<file path="config.mk">
export PLATFORM = sky130hd
export DESIGN_NAME = if_id_skid
export DESIGN_NICKNAME = d
export VERILOG_FILES = /design/src/rtl/if_id_skid.sv
export SDC_FILE = /design/constraint.sdc
export NUM_CORES = 1
export LEC_CHECK = 0
export BUFFER_PORTS_ARGS = -buffer_cell sky130_fd_sc_hd__buf_4
export CAP_MARGIN = 20
export CORE_MARGIN = 2
export CORE_UTILIZATION = 40
export CTS_CLUSTER_SIZE = 24
export DETAILED_ROUTE_END_ITERATION = 7
export PLACE_DENSITY_LB_ADDON = 0.08
export RECOVER_POWER = 50
export SLEW_MARGIN = 20
export SYNTH_ARGS = -nofsm -noshare
export SYNTH_HDL_FRONTEND = slang
export SYNTH_SLANG_ARGS = --single-unit
</file>
<file path="constraint.sdc">
create_clock -name clk -period 3.3 [get_ports clk]
set_input_delay 0.33 -clock clk [delete_from_list [all_inputs] [get_ports clk]]
set_output_delay 0.33 -clock clk [all_outputs]
set_load 0.01 [all_outputs]
</file>
<file path="src/rtl/if_id_skid.sv">
// IF/ID skid buffer: two-entry in-order holding stage between fetch and decode.
// Outputs come straight from registers; killed fetches become NOP_IS bubbles.
module if_id_skid #(
  parameter int                PC_W       = 32,
  parameter int                IS_W       = 32,
  parameter logic [IS_W-1:0]   NOP_IS     = '0,
  parameter int                KILL_DELAY = 1
) (
  input  logic            clk,
  input  logic            rst,
  input  logic            up_valid,
  output logic            up_ready,
  input  logic [PC_W-1:0] up_pc,
  input  logic [IS_W-1:0] up_is,
  input  logic            up_kill,
  input  logic            flush,
  output logic            dn_valid,
  input  logic            dn_ready,
  output logic [PC_W-1:0] dn_pc,
  output logic [IS_W-1:0] dn_is,
  output logic [1:0]      occ
);

  logic [PC_W-1:0] head_pc;
  logic [IS_W-1:0] head_is;
  logic [PC_W-1:0] skid_pc;
  logic [IS_W-1:0] skid_is;
  logic [1:0]      cnt;
  logic            kill_pend;

  logic            push;
  logic            pop;
  logic            kill_now;
  logic [IS_W-1:0] in_is;

  assign up_ready = (cnt != 2'd2);
  assign dn_valid = (cnt != 2'd0);
  assign occ      = cnt;
  assign dn_pc    = head_pc;
  assign dn_is    = head_is;

  assign push = up_valid && up_ready;
  assign pop  = dn_valid && dn_ready;

  assign kill_now = (KILL_DELAY == 0) ? up_kill : kill_pend;
  assign in_is    = kill_now ? NOP_IS : up_is;

  // entry storage and occupancy; empty head always shows pc 0 / NOP
  always_ff @(posedge clk) begin
    if (rst || flush) begin
      cnt     <= 2'd0;
      head_pc <= '0;
      head_is <= NOP_IS;
      skid_pc <= '0;
      skid_is <= NOP_IS;
    end else begin
      unique case (cnt)
        2'd0: begin
          if (push) begin
            head_pc <= up_pc;
            head_is <= in_is;
            cnt     <= 2'd1;
          end
        end
        2'd1: begin
          if (push && pop) begin
            head_pc <= up_pc;
            head_is <= in_is;
          end else if (push) begin
            skid_pc <= up_pc;
            skid_is <= in_is;
            cnt     <= 2'd2;
          end else if (pop) begin
            head_pc <= '0;
            head_is <= NOP_IS;
            cnt     <= 2'd0;
          end
        end
        2'd2: begin
          if (pop) begin
            head_pc <= skid_pc;
            head_is <= skid_is;
            skid_pc <= '0;
            skid_is <= NOP_IS;
            cnt     <= 2'd1;
          end
        end
        default: begin
          cnt <= 2'd0;
        end
      endcase
    end
  end

  // deferred kill: armed by any kill, consumed by the next accepted fetch
  always_ff @(posedge clk) begin
    if (rst || flush) begin
      kill_pend <= 1'b0;
    end else if (KILL_DELAY != 0) begin
      if (push) kill_pend <= up_kill;
      else      kill_pend <= kill_pend | up_kill;
    end else begin
      kill_pend <= 1'b0;
    end
  end

endmodule

</file>
==> impl_results.md <==
* PostCTS Resize Cnt at 0
* Hold Startpoint: up_pc[14]
* Largest net degree at the start of global routing at 65
* CTS Buffer Depth at 2
* EDFF count, synth at 0
* Pwr Total at about 4.4 mW
* Synth cell count leaders: 131 x dfxtp_1, 66 x a21oi_1, 64 x a211oi_1, 64 x a22oi_1
* Port buffer count at between 100 and 150
* Fin. max-slew vios at 0
* Pre-CTS WS at roughly 0.85 ns
* Flops & latches, synth at 131
* Vias per std cell at 5.586
* Layout cell share with drive strength beyond 1 at 18.57%
* Vias at 4782
* DRT Wirelength at about 15000 microns
* Hpwl dp at 8985 microns
* # DRC at 0
* Htree depth at 4
* Syn nets at 640
* First-pass GRT wire length at 24210 microns
* Initial DRC Count at 361
* Starting Density at between 40 and 50%
* Normalized max-slew margin at roughly half
* Hold EP: skid_pc[14]
* Die Height at 118.8 microns
* Distinct cells, synth at 32
* Die ar. at 14100 sq um
* Post-Syn Area at approximately 5300 sq um
* Kind of critical path: reg -> reg
* WHS at between 0.1 and 0.15 ns
* Hold path cells at 2
* Core Box Area at 12720 sq um
* Synth area leader: dfxtp_1
* RSZ-0062 raised after global routing: false
* Worst-Margin Slew at between 0.7 and 0.8 ns
* Final worst-path cycle share at between 70 and 80%
* Fillers at 1288
* Grt total ovfl at 0
* Pwr/cell area at 654.4 nW/um^2
* Worst-skew pair later-pin latency at roughly 0.42 ns
* R2R Path Start: occ[0]
* Layout area overhead at 27.22%
* Status: completed
* Top cell type's share of synthesized area at around 50%
* Cts bufs inserted at 17
* Most common cell in the synthesized netlist: dfxtp_1
* Pre-antenna DRT Iters at 4
* Ranking of synthesized cells by area: dfxtp_1 50%, a211oi_1 9.1%, a22oi_1 9.1%
* CTS tree: built
* Final ANT Viol Nets at 0
* Final hold violation count at 0
* Post-synth ARST share at 0%
* Clk pin slew, worst setup/hold paths at around 0.06 ns
* Total Routing Usage GR at 21.63%
* Mean post-synth cell area at about 9.3 sq um
* Maximum fanout along the worst path at 32
* Worst reg-to-reg path cell count at 7
* Worst EP arrival at approximately 2.9 ns
* Avg WL per Cell at around 18 microns
* Hold_buf cts at 0
* Gpl congestion at around 0.77
* CTS root buffer: clkbuf_16
* Max-cap violations at 0
* Std cell rows at 41
* # nets final at between 700 and 800
* Sequential area share after synthesis at between 40% and 50%
* Antenna violations before repair at 0
* Diode count at 0
* Lkg Pwr at around 2.5 nW
* # IOs at between 100 and 150
* Data required time of the critical path at ~3.7 ns
* Ys flop type: dfxtp_1
* TNS Setup at 0 ns
* Critical path endpoint category: flop
* Minimum clock period at ~2.6 ns
* Worst Hold Class: in -> reg
* Sink Count at between 100 and 150
* Vias in the first global route at roughly 4700
* Max IR drop VDD at 322.4 uV
* R2R setup slack at 0.74 ns
* Synth warnings at 0
* R2R Path End: skid_pc[2]
* Die W at ~120 microns
* Clk_skew at 0.005963 ns
* Fmax at approximately 390 MHz
* Fin worst setup slack at about 0.74 ns
* Startpoint types: flop
* Cells after Synth at between 500 and 600
* # Post-CTS Setup Buffers at 0
* Final setup viols at 0
[cells by family after synthesis]
group,Yosys count,share of synthesized area [%]
compound gates,264,34.04
fa+ha+maj,6,1.425
buf+inv,67,5.962
flops,131,49.79
mux,1,0.1900
simple gates,95,8.599
[through the flow]
| stage | cell area, sq um | util [%] | std cells |
|---|---|---|---|
| final | 6701 | 52.68 | 856 |
| after global routing | 6701 | 52.68 | 856 |
| after CTS | 6959 | 54.70 | 856 |
| after detailed placement | 6375 | 50.11 | 824 |
| after global placement | 6375 | 50.11 | 824 |
| after floorplan | 5268 | - | 564 |
[layout make-up]
| class | count | area (sq um) | area share [%] |
|---|---|---|---|
| sequential | 131 | 2623 | 39.13 |
| multi-input combinational | 366 | 2380 | 35.51 |
| timing repair buffer | 150 | 880.8 | 13.14 |
| clock buffer | 17 | 425.4 | 6.348 |
| tap | 172 | 215.2 | 3.211 |
| clock inverter | 15 | 158.9 | 2.371 |
| inverter | 5 | 18.77 | 0.2801 |
[routing by layer]
layer	up-vias	track usage, %	wire, microns
met2	140	35.96	7327
met4	0	8.259	219
met5	-	0	0
li1	2351	-	-
met1	2274	26.56	6704
met3	17	5.985	828
[sequential cells by signal, summed over array words and instances (netlist names)]
| signal | cells |
|---|---|
| dn_is | 32 |
| dn_pc | 32 |
| kill_now | 1 |
| occ | 2 |
| skid_is | 32 |
| skid_pc | 32 |
[cells in the final DEF, fill, tap and decap left out, types with 2 or more instances in the layout]
cell type,netlist,routed
a22o_1,32,32
nand3_1,33,33
clkbuf_1,29,68
a21oi_1,66,65
nor2_1,8,6
a211oi_1,64,64
inv_6,0,2
clkinv_2,0,2
bufinv_16,0,2
nor2b_1,6,6
inv_1,5,5
nor2_2,0,2
ha_1,6,6
nor3_1,3,2
and2_2,0,2
dfxtp_1,131,131
buf_4,1,80
clkinv_4,0,3
a22oi_1,64,64
nand2_1,33,33
o21ai_0,32,32
clkinvlp_4,0,6
or2_2,2,2
clkbuf_16,0,17
nand2b_1,2,2
[power by group]
group	switching [mW]	internal, mW
registers	0.0573	1.67
logic	0.509	0.305
clock network	0.728	1.11
total	1.29	3.09
[worst max-delay path: stages (launching register included)]
cell,delay (ns)
dfxtp_1,0.39
inv_1,0.12
ha_1,0.31
or3b_1,0.46
a32oi_4,0.24
and2_0,0.15
clkbuf_2,0.58
a22o_1,0.23
[worst max path at each step]
| stage | start | to | slack (ns) | cells past startpoint |
|---|---|---|---|---|
| 6_report | occ[0] | skid_pc[2] | 0.74 | 7 |
| 5_1_grt | occ[0] | skid_pc[15] | 0.53 | 7 |
| 4_1_cts | occ[0] | dn_is[17] | 0.79 | 7 |
| 3_5_place_dp | occ[0] | dn_pc[16] | 0.85 | 7 |
| 3_3_place_gp | occ[0] | dn_pc[9] | 0.97 | 7 |
| 2_1_floorplan | occ[0] | skid_pc[10] | 1.19 | 9 |
Note: power is estimated with default switching activity, not from simulation.
